## src/rtl/lsi_port_param.sv

```systemverilog
// lsi_port_param: low-speed serial link between the EZ-USB host firmware and
// FPGA user logic, presenting an SRAM-like write/read port of configurable
// width. The host clocks frames with data_clk (both polarities count), frames
// are closed by stop, and read data is returned over an open-drain pin.
module lsi_port_param #(
  parameter int unsigned DATA_WIDTH   = 32,
  parameter int unsigned ADDR_WIDTH   = 8,
  parameter bit          AUTO_INC     = 1'b1,
  parameter int unsigned IDLE_TIMEOUT = 65535
) (
  input  logic                  clk,
  input  logic                  reset,
  input  logic                  data_clk,
  input  logic                  data_i,
  output logic                  data_oe,
  input  logic                  stop,
  output logic [ADDR_WIDTH-1:0] in_addr,
  output logic [DATA_WIDTH-1:0] in_data,
  output logic                  in_strobe,
  output logic                  in_valid,
  output logic [ADDR_WIDTH-1:0] out_addr,
  input  logic [DATA_WIDTH-1:0] out_data,
  output logic                  out_strobe,
  output logic                  frame_err,
  output logic                  timeout_err
);

  localparam int unsigned FrameW = DATA_WIDTH + ADDR_WIDTH;
  localparam int unsigned BitW   = $clog2(FrameW + 1);
  localparam int unsigned TxW    = (DATA_WIDTH > 1) ? $clog2(DATA_WIDTH) : 1;
  localparam int unsigned IdleW  = (IDLE_TIMEOUT > 0) ? $clog2(IDLE_TIMEOUT + 1) : 1;

  localparam logic [BitW-1:0]       BitFull  = BitW'(FrameW);
  localparam logic [BitW-1:0]       BitAddr  = BitW'(ADDR_WIDTH);
  localparam logic [TxW-1:0]        TxLast   = TxW'(DATA_WIDTH - 1);
  localparam logic [IdleW-1:0]      IdleLast = IdleW'(IDLE_TIMEOUT - 1);
  localparam logic [ADDR_WIDTH-1:0] AddrStep = ADDR_WIDTH'(AUTO_INC);

  typedef enum logic [1:0] {StRx, StTxLoad, StTxShift} state_e;

  state_e                  state_q;
  logic [2:0]              dclk_hist_q;
  logic [FrameW-1:0]       rx_reg_q;
  logic [BitW-1:0]         bit_cnt_q;
  logic [DATA_WIDTH-1:0]   tx_reg_q;
  logic [TxW-1:0]          tx_cnt_q;
  logic [IdleW-1:0]        idle_cnt_q;

  logic clk_edge;
  logic rx_mode;

  // A data_clk transition counts once the previous two samples agreed, so a
  // single toggle yields exactly one edge cycle.
  assign clk_edge = (dclk_hist_q[0] ^ dclk_hist_q[1]) & ~(dclk_hist_q[1] ^ dclk_hist_q[2]);

  // Stop low during a transfer drops back to receive in the same cycle, so an
  // edge arriving then is handled as a receive edge.
  assign rx_mode = (state_q == StRx) || !stop;

  // Open-drain drive: pull low for a 0 bit while transmitting.
  assign data_oe = (state_q != StRx) && !tx_reg_q[0];

  // Sample history of the host bit clock.
  always_ff @(posedge clk) begin
    if (reset) begin
      dclk_hist_q <= '0;
    end else begin
      dclk_hist_q <= {dclk_hist_q[1:0], data_clk};
    end
  end

  // Frame receive, read-burst transmit and the registered status pulses.
  always_ff @(posedge clk) begin
    if (reset) begin
      state_q     <= StRx;
      rx_reg_q    <= '0;
      bit_cnt_q   <= '0;
      tx_reg_q    <= '0;
      tx_cnt_q    <= '0;
      idle_cnt_q  <= '0;
      in_addr     <= '0;
      in_data     <= '0;
      in_strobe   <= 1'b0;
      in_valid    <= 1'b0;
      out_addr    <= '0;
      out_strobe  <= 1'b0;
      frame_err   <= 1'b0;
      timeout_err <= 1'b0;
    end else begin
      in_strobe   <= 1'b0;
      out_strobe  <= 1'b0;
      frame_err   <= 1'b0;
      timeout_err <= 1'b0;

      if (rx_mode) begin
        state_q  <= StRx;
        tx_cnt_q <= '0;
        if (clk_edge) begin
          idle_cnt_q <= '0;
          if (!stop) begin
            // Bits arrive LSB first; the last ADDR_WIDTH bits land on top.
            rx_reg_q <= {data_i, rx_reg_q[FrameW-1:1]};
            if (bit_cnt_q != BitFull) begin
              bit_cnt_q <= bit_cnt_q + BitW'(1);
            end
          end else begin
            bit_cnt_q <= '0;
            if (!data_i) begin
              if (bit_cnt_q == BitFull) begin
                in_addr   <= rx_reg_q[FrameW-1:DATA_WIDTH];
                in_data   <= rx_reg_q[DATA_WIDTH-1:0];
                in_valid  <= 1'b1;
                in_strobe <= 1'b1;
              end else begin
                frame_err <= 1'b1;
              end
            end else begin
              if (bit_cnt_q >= BitAddr) begin
                out_addr   <= rx_reg_q[FrameW-1:DATA_WIDTH];
                out_strobe <= 1'b1;
                state_q    <= StTxLoad;
              end else begin
                frame_err <= 1'b1;
              end
            end
          end
        end else if ((IDLE_TIMEOUT != 0) && (bit_cnt_q != '0)) begin
          if (idle_cnt_q == IdleLast) begin
            bit_cnt_q   <= '0;
            idle_cnt_q  <= '0;
            timeout_err <= 1'b1;
          end else begin
            idle_cnt_q <= idle_cnt_q + IdleW'(1);
          end
        end else begin
          idle_cnt_q <= '0;
        end
      end else begin
        idle_cnt_q <= '0;
        unique case (state_q)
          StTxLoad: begin
            // Track user data until the host clocks out the first bit.
            tx_reg_q <= out_data;
            if (clk_edge) begin
              if (DATA_WIDTH == 1) begin
                out_addr   <= out_addr + AddrStep;
                out_strobe <= 1'b1;
              end else begin
                tx_reg_q <= tx_reg_q >> 1;
                tx_cnt_q <= TxW'(1);
                state_q  <= StTxShift;
              end
            end
          end
          StTxShift: begin
            if (clk_edge) begin
              if (tx_cnt_q == TxLast) begin
                tx_cnt_q   <= '0;
                out_addr   <= out_addr + AddrStep;
                out_strobe <= 1'b1;
                state_q    <= StTxLoad;
              end else begin
                tx_reg_q <= tx_reg_q >> 1;
                tx_cnt_q <= tx_cnt_q + TxW'(1);
              end
            end
          end
          default: state_q <= StRx;
        endcase
      end
    end
  end

endmodule

```

## config.mk

```make
export PLATFORM = sky130hd
export DESIGN_NAME = lsi_port_param
export DESIGN_NICKNAME = d
export VERILOG_FILES = /design/src/rtl/lsi_port_param.sv
export SDC_FILE = /design/constraint.sdc
export NUM_CORES = 1
export LEC_CHECK = 0
export ABC_AREA = 1
export CAP_MARGIN = 20
export CORE_MARGIN = 2
export CORE_UTILIZATION = 45
export CTS_BUF_LIST = sky130_fd_sc_hd__clkbuf_16
export DETAILED_ROUTE_END_ITERATION = 8
export GPL_TIMING_DRIVEN = 0
export HOLD_SLACK_MARGIN = 0.12
export PLACE_DENSITY = 0.71
export SYNTH_ARGS = -nofsm -noshare
export SYNTH_HDL_FRONTEND = slang
export SYNTH_SLANG_ARGS = --single-unit
export TNS_END_PERCENT = 30
```

## constraint.sdc

```tcl
create_clock -name clk -period 1.84 [get_ports clk]
set_input_delay 0.368 -clock clk [delete_from_list [all_inputs] [get_ports clk]]
set_output_delay 0.368 -clock clk [all_outputs]
set_load 0.005 [all_outputs]
```

# == Word level (Yosys, flattened, before mapping) ==
# Index checks and enable logic that the tools add are counted.
# word_totals
in_bits,37
regBits,157
# op_classes
n_bitwise,9
eq_ne,17
muxes,43
magnitude_cmp,1
addsub,4
reduce_logical,24
# op_table
op,n
32-bit two-way mux,3
8-bit two-way mux,8
32-bit case mux with 2 select lines,1
6-bit two-way mux,5
1-bit two-way mux,17
16-bit by 1-bit adder with 16-bit output (second input constant),1
16-bit == test (second input constant),1
5-bit two-way mux,3
2-bit inequality test (second input constant),6
2-bit nonzero test,6
5-bit case mux with 2 select lines,1
5-bit OR reduction,2
3-bit inequality test (second input constant),3
3-bit AND reduction,3
8-bit by 1-bit adder with 8-bit output (second input constant),1
2-bit two-way mux,4
4-bit AND reduction,2
4-bit OR reduction,2
7-bit AND reduction,1
6-bit by 1-bit adder with 6-bit output (second input constant),1
6-bit == test (second input constant),1
6-bit by 4-bit >= comparator with 1-bit output (second input constant),1
6-bit inequality test (second input constant),1
1-bit NOT,6
16 further kinds,18

# == Depth between registers and ports, before layout ==
# Gate-level depths: netlist (run 1).
# logic_depth
depth_word,6
ltp_mapped,12

# == Worst setup path after synthesis (run 1) ==
# OpenSTA, ideal clock, no wires.
# synth_path
path_type,reg-to-reg
startpoint,register tx_cnt_q[0]
endpoint,register tx_reg_q[31]
path_stages_with_launch,10
arrival_ns,1.398
setup_slack_ns,0.315
period_less_slack_ns,1.525
setup_ns,0.128
cell_sequence,dfxtp_1 -> ha_1 -> nand2_1 -> nor2_1 -> ha_1 -> nand2_1 -> nand3_2 -> buf_2 -> a21oi_1 -> nor2_1
# synth_via
elab_chain_len,3
# synth_lines
item,line,text
start: declaration,46,logic [TxW-1:0] tx_cnt_q;
start signal: assignment,150,tx_cnt_q <= TxW'(1);
start signal: assignment,164,tx_cnt_q <= tx_cnt_q + TxW'(1);
5-bit == test,157,if (tx_cnt_q == TxLast) begin
2-bit inequality test (no line),n/a,
4-bit AND reduction (no line),n/a,
end signal: assignment,143,tx_reg_q <= out_data;
end signal: assignment,149,tx_reg_q <= tx_reg_q >> 1;
end signal: assignment,163,tx_reg_q <= tx_reg_q >> 1;
end: declaration,45,logic [DATA_WIDTH-1:0] tx_reg_q;
# No other way between the ends.
# A chain may end at the register's enable or synchronous reset.

# == Final worst setup path (run 1) ==
# layout_path
startpoint,register out_addr[4]
endpoint,output out_addr[4]
# layout_lines
item,line,text
start: declaration,21,"output logic [ADDR_WIDTH-1:0] out_addr,"
start signal: assignment,119,out_addr <= rx_reg_q[FrameW-1:DATA_WIDTH];
start signal: assignment,146,out_addr <= out_addr + AddrStep;
start signal: assignment,159,out_addr <= out_addr + AddrStep;
# No word-level cell between the ends.

==> results of run 1 <==
cells in the final DEF (no fill, tap or decap), drive strengths merged:
| cell type | Yosys | layout |
|---|---|---|
| a211oi | 1 | 1 |
| dfxtp | 157 | 157 |
| clkbuf | 21 | 38 |
| nand3b | 5 | 5 |
| a21oi | 80 | 80 |
| bufinv | 0 | 3 |
| nand3 | 69 | 69 |
| or2 | 2 | 2 |
| o21a | 1 | 1 |
| nor4 | 2 | 2 |
| nor2 | 152 | 152 |
| dlygate4sd2 | 0 | 1 |
| buf | 28 | 29 |
| clkdlybuf4s50 | 0 | 87 |
| clkinvlp | 0 | 1 |
| nor3 | 10 | 10 |
| nand4 | 8 | 8 |
| clkinv | 0 | 3 |
| nand2 | 263 | 263 |
| inv | 58 | 66 |
| o21ai | 62 | 62 |
| ha | 7 | 7 |
| xor2 | 9 | 9 |
| nor2b | 1 | 1 |
| xnor2 | 6 | 6 |
stage by stage:
| stage | power, µW | std cells | worst slack [ns] | hold WS [ns] | TNS [ns] |
|---|---|---|---|---|---|
| finish | 7440 | 1247 | 0.0767 | 0.389 | 0 |
| global route | 7710 | 1247 | -0.0334 | 0.390 | -0.188 |
| CTS | 7500 | 1246 | 0.0260 | 0.350 | 0 |
| detailed placement | 3880 | 1214 | -0.172 | 0.428 | -1.49 |
| global placement | 3880 | 1214 | -0.149 | 0.427 | -1.24 |
| floorplan | 3720 | 942 | 0.315 | 0.415 | 0 |
cell families after synthesis:
| group | after synthesis | share of synthesized area |
|---|---|---|
| xor+xnor | 15 | 0.0196 |
| fa+ha+maj | 7 | 0.0130 |
| simple gates | 512 | 0.317 |
| compound gates | 144 | 0.109 |
| flops | 157 | 0.468 |
| buf+inv | 107 | 0.0741 |
layout make-up:
class	count	area, µm²
Tap cell	184	230
Buffer	49	297
Inverter	58	223
Sequential cell	157	3150
Clock inverter	15	184
Fill cell	1353	6020
Clock buffer	17	425
Multi-Input combinational cell	678	3120
Timing Repair Buffer	89	887
Yosys cell counts (2+ instances only):
master	n
nor2_1	149
buf_4	4
nand4_2	2
clkbuf_1	20
ha_1	7
buf_6	8
inv_2	9
nand3_2	2
o21ai_0	61
xnor2_1	6
or2_2	2
nand4_1	6
dfxtp_1	157
nor2_4	2
buf_1	2
a21oi_1	80
nand2_2	2
buf_2	14
nor4_1	2
nand2_1	260
nand3b_1	5
nor3_1	9
xor2_1	9
nand3_1	67
inv_1	48
tightest hold or removal path, cell delays in order:
cell	delay, ns
buf_2	0.18
nand3_1	0.15
a211oi_1	0.08
flip-flops by register name, indices dropped and copies added, names as in the netlist, 3 cells and up:
signal       count
out_addr         8
in_data         32
dclk_hist_q      3
in_addr          8
tx_cnt_q         5
rx_reg_q        40
tx_reg_q        32
idle_cnt_q      16
bit_cnt_q        6
what timing repair did:
| item | CTS | global route |
|---|---|---|
| gates resized for setup | 6 | 23 |
| setup endpoints to repair | 1 | 61 |
| hold buffers | 0 | 0 |
| buffers inserted | 0 | 1 |
| pin swaps | 0 | 2 |
worst paths after layout:
check	endpoint	depth (start not counted)	slack [ns]	start
max	out_addr[4]	1	0.08	out_addr[4]
min reg2reg	dclk_hist_q[1]	2	0.43	dclk_hist_q[0]
max reg2reg	in_addr[0]	10	0.11	bit_cnt_q[0]
min	state_q[1]	3	0.39	stop
routing by layer:
metal	track usage	wire length, µm
met5	0	0
met3	0.0484	789
met1	0.270	7450
met4	0.0711	302
met2	0.321	7190
power groups by stage:
stage | clock [µW] | sequential, µW | combinational [µW]
6_report | 3640 | 3430 | 375
5_1_grt | 3860 | 3430 | 420
4_1_cts | 3700 | 3430 | 373
3_5_place_dp | 0 | 3510 | 369
3_3_place_gp | 0 | 3510 | 370
2_1_floorplan | 0 | 3500 | 221
==> impl_metrics.py, run 1 <==
metrics = {
    "run_status": {
        "status": "completed",
    },
    "grt": {
        "grt_pass1_vias": 5673,
        "grt_max_degree": 17,
        "gr-total-overflow": 0,
        "grt_pass1_wl_um": 26600,
        "grt_usage": 0.202,
        "antenna_found_initial": 0,
    },
    "power": {
        "leakage_uw": 0.00331,
        "p_per_area_mw_per_mm2": 874,
        "switching_share": 0.231,
        "p_clk_frac": 0.489,
        "peakVddDrop_uv": 723,
        "switchingPower_uw": 1720,
        "combPwrFrac": 0.050,
        "power_frac_seq": 0.461,
        "p_int_uw": 5720,
    },
    "logic_synthesis": {
        "synth.net_count": 986,
        "yosysSeqAreaShare": 0.468,
        "async_flop_share": 0,
        "ys_warn_count": 0,
        "synth_top_area_frac": 0.468,
        "synthFlopType": "dfxtp_1",
        "synth-edff-count": 0,
        "syn_area_mm2": 0.00672,
        "postSynthCellCount": 942,
        "ys_ff_latch": 157,
        "ys_types": 34,
        "yosys.area.top_type": "dfxtp_1",
        "avgSynthCellArea_um2": 7.13,
        "synth.area.top_cells": "dfxtp_1 (47%), nand2_1 (15%), nor2_1 (8.3%)",
    },
    "cells_and_area": {
        "nNetsFinal": 1094,
        "final_util": 0.586,
        "drive_above_1_share": 0.0875,
        "n_antenna_cell": 0,
        "final_cell_area_mm2": 0.00852,
        "area_delta_synth_final_pct": 26.7,
    },
    "worst_setup_path": {
        "crit_family": "buffers and inverters",
        "path_class": "reg -> out",
        "critPathMaxStageDelay_ns": 0.56,
        "critPathSlowestCell": "clkdlybuf4s50_1",
        "cp-start-kind": "flip-flop",
        "crit_arrival_ns": 1.40,
        "crit_buf_inv": 1,
        "required_ns": 1.47,
        "cp_max_fo": 5,
        "crit_chain": "clkdlybuf4s50_1",
        "end_kind": "output pin",
    },
    "job": {
        "cap_viol_max_count": 0,
    },
    "floorplan": {
        "dieArea_mm2": 0.0159,
        "coreArea_mm2": 0.0145,
        "row_count": 44,
        "ios": 91,
        "start_util": 0.462,
        "die_h_um": 126,
        "die_w_um": 126,
    },
    "drt": {
        "ant_nets": 0,
        "drtPass1Iterations": 4,
        "wire_per_inst_um": 12.6,
        "vias_per_cell": 4.99,
        "first_iter_violations": 351,
        "wl_um": 15700,
        "remaining_drc_errors": 0,
        "vias": 6222,
    },
    "place": {
        "place.gp.congestion": 0.814,
        "place.detailed.hpwl_um": 10800,
        "io_buffers": 88,
        "placed_area_mm2": 0.00783,
    },
    "sta": {
        "min_period_ns": 1.76,
        "fmax_mhz": 567,
        "maxSlewHeadroom": 0.582,
        "setup_viol": 0,
        "skew_ns": 0.00723,
        "rsz0062_at_grt": "true",
        "worst_pin_slew_ns": 0.627,
        "slew_viol_final": 0,
        "min_period_over_period": 0.958,
        "finalHoldViolations": 0,
    },
    "cts": {
        "cts-root-buf": "clkbuf_16",
        "clk-insertion-delay-late_ns": 0.42,
        "clk_path_buf_depth": 2,
        "cts_inserted_buffers": 17,
        "clkTransAtPathRegs_ns": 0.07,
        "cts_tree": "done",
        "cts.htree.levels": 4,
        "numClockSinks": 157,
    },
    "min_path": {
        "min_path_type": "in -> reg",
    },
}
(Power assumes the default switching activity.)
==> run 2: changes to the inputs <==
--- a/config.mk
+++ b/config.mk
@@ -8,12 +8,12 @@
 export ABC_AREA = 1
 export CAP_MARGIN = 20
 export CORE_MARGIN = 2
-export CORE_UTILIZATION = 45
+export CORE_UTILIZATION = 50
 export CTS_BUF_LIST = sky130_fd_sc_hd__clkbuf_16
 export DETAILED_ROUTE_END_ITERATION = 8
 export GPL_TIMING_DRIVEN = 0
 export HOLD_SLACK_MARGIN = 0.12
-export PLACE_DENSITY = 0.71
+export PLACE_DENSITY = 0.78
 export SYNTH_ARGS = -nofsm -noshare
 export SYNTH_HDL_FRONTEND = slang
 export SYNTH_SLANG_ARGS = --single-unit
==> constraint.sdc (replaced) <==
create_clock -name clk -period 2 [get_ports clk]
set_input_delay 0.4 -clock clk [delete_from_list [all_inputs] [get_ports clk]]
set_output_delay 0.4 -clock clk [all_outputs]
set_load 0.005 [all_outputs]
==> impl_metrics.py, run 2 (synthesis gave the netlist of run 1 again) <==
metrics = {
    "floorplan": {
        "die_w_um": 120,
        "start_util": 0.509,
        "row_count": 42,
        "die_h_um": 120,
        "dieArea_mm2": 0.0144,
        "ios": 91,
        "coreArea_mm2": 0.0132,
    },
    "cts": {
        "clk_path_buf_depth": 2,
        "cts-root-buf": "clkbuf_16",
        "cts_tree": "done",
        "hold_buffers": 0,
        "cts.htree.levels": 4,
        "clk-insertion-delay-late_ns": 0.42,
        "clkTransAtPathRegs_ns": 0.06,
        "numClockSinks": 157,
        "cts_inserted_buffers": 17,
    },
    "cells_and_area": {
        "nFillCells": 1164,
        "largestRegisters": "rx_reg_q: 40 flops, in_data: 32 flops, tx_reg_q: 32 flops",
        "layout_common_cells": "nand2_1 (260), dfxtp_1 (155), nor2_1 (147), clkdlybuf4s50_1 (88), a21oi_1 (80)",
        "drive_above_1_share": 0.0800,
        "top_register": "rx_reg_q",
        "largest_reg_flops": 40,
        "fin_cells": 1238,
        "nNetsFinal": 1093,
        "area_delta_synth_final_pct": 24.8,
        "final_common_cell": "nand2_1",
        "n_antenna_cell": 0,
    },
    "sta": {
        "hold_slack_ns": 0.403,
        "maxSlewHeadroom": 0.607,
        "skew_ns": 0.0119,
        "min_period_ns": 1.88,
        "worst_pin_slew_ns": 0.590,
        "min_period_over_period": 0.940,
        "fmax_mhz": 532,
        "finalHoldViolations": 0,
        "rsz0062_at_grt": "true",
        "slew_viol_final": 0,
        "setup_viol": 0,
    },
    "place": {
        "place.detailed.hpwl_um": 10600,
        "dpl.cell_count": 1206,
        "io_buffers": 88,
        "place.gp.congestion": 0.817,
    },
    "power": {
        "p_int_uw": 4890,
        "combPwrFrac": 0.053,
        "p_clk_frac": 0.458,
        "power_uw": 6460,
        "p_per_area_mw_per_mm2": 770,
        "power_frac_seq": 0.489,
        "peakVddDrop_uv": 488,
        "switching_share": 0.243,
        "switchingPower_uw": 1570,
        "leakage_uw": 0.00325,
    },
    "worst_setup_path": {
        "critPathMaxStageDelay_ns": 0.50,
        "crit_buf_inv": 1,
        "cp-start-kind": "flip-flop",
        "r2r_slack_ns": 0.20,
        "cp.depth": 3,
        "rr_endpoint": "in_data[26]",
        "cp_max_fo": 3,
        "required_ns": 1.60,
        "r2r_start": "bit_cnt_q[0]",
        "critPathSlowestCell": "clkdlybuf4s50_1",
        "crit_arrival_ns": 1.48,
        "path_class": "reg -> out",
        "r2r_cells": 10,
        "crit_family": "buffers and inverters",
        "end_kind": "output pin",
        "crit_chain": "nor2_4 -> nor2_2 -> clkdlybuf4s50_1",
    },
    "drt": {
        "remaining_drc_errors": 0,
        "vias_per_cell": 5.05,
        "ant_nets": 0,
        "wl_um": 15500,
        "drtPass1Iterations": 5,
        "first_iter_violations": 424,
        "vias": 6252,
        "wire_per_inst_um": 12.5,
    },
    "grt": {
        "grt_pass1_wl_um": 25900,
        "grt_pass1_vias": 5768,
        "gr-total-overflow": 0,
        "grt_max_degree": 17,
        "grt_usage": 0.220,
        "antenna_found_initial": 0,
    },
    "min_path": {
        "min_path_type": "in -> reg",
        "min_path_cells": 3,
        "min-delay-start": "stop",
        "holdPathEnd": "state_q[1]",
    },
    "job": {
        "cap_viol_max_count": 0,
    },
    "run_status": {
        "status": "completed",
    },
}
-- run 2: cell count changes in the layout (fill, tap and decap cells not counted), moves of 2 or more --
| cell | change |
|---|---|
| bufinv_16 | -3 |
| dfxtp_4 | -2 |
| nor2_2 | -2 |
| buf_2 | +3 |
| dfxtp_1 | +3 |
| buf_6 | -3 |
| o21ai_1 | +7 |
| clkinv_4 | +3 |
| o21ai_0 | -7 |
| inv_6 | -3 |
-- run 2: layer usage --
| layer | vias up | share of wire | GRT usage |
|---|---|---|---|
| li1 | 3231 | - | - |
| met1 | 2850 | 0.48 | 0.283 |
| met2 | 155 | 0.46 | 0.362 |
| met3 | 16 | 0.050 | 0.0523 |
| met4 | 0 | 0.013 | 0.0772 |
| met5 | - | 0 | 0 |
-- run 2: through the flow --
step | instance area (µm²) | util | worst slack, ns | setup TNS, ns
detailed placement | 7820 | 0.593 | -0.0665 | -0.362
CTS | 8360 | 0.634 | 0.0108 | 0
finish | 8380 | 0.636 | 0.119 | 0
global route | 8380 | 0.636 | -0.00233 | -0.00366
global placement | 7820 | 0.593 | -0.0447 | -0.168
floorplan | 6720 | - | 0.475 | 0
-- run 2: worst max-delay path by stage --
stage	start	endpoint	slack [ns]
after detailed placement	data_i	out_addr[4]	-0.07
final	state_q[1]	data_oe	0.12
after global placement	data_i	out_addr[4]	-0.04
after floorplan	tx_cnt_q[0]	tx_reg_q[31]	0.47
after global routing	bit_cnt_q[0]	in_data[30]	-0.002
after CTS	state_q[0]	data_oe	0.01
-- run 2: what timing repair did --
item / in CTS / in global routing
setup endpoints to repair: 1 / 33
buffers inserted: 0 / 0
gates resized for setup: 1 / 15
-- run 2: cell type report --
class | count | area, µm² | share of cell area
sequential | 157 | 3150 | 0.375
multi-input combinational | 678 | 3100 | 0.369
timing repair buffer | 88 | 881 | 0.105
clock buffer | 17 | 425 | 0.0507
buffer | 49 | 278 | 0.0331
inverter | 58 | 220 | 0.0263
tap | 176 | 220 | 0.0263
clock inverter | 15 | 116 | 0.0139
-- run 2: worst reg2reg max path: stages, from the launching register on --
cell and delay, ns:
dfxtp_1 0.36, inv_1 0.10, ha_1 0.16, inv_1 0.04
nor2_1 0.13, nand3_1 0.13, nor2_2 0.13, nand2_2 0.14
clkbuf_2 0.21, o21ai_0 0.23, nor2_1 0.06
-- run 2: power by group through the flow --
stage	registers, µW	clock network [µW]	logic (µW)
final	3150	2960	345
after global routing	3150	3140	386
after CTS	3150	3010	342
after detailed placement	3220	0	338
after global placement	3220	0	339
after floorplan	3220	0	203
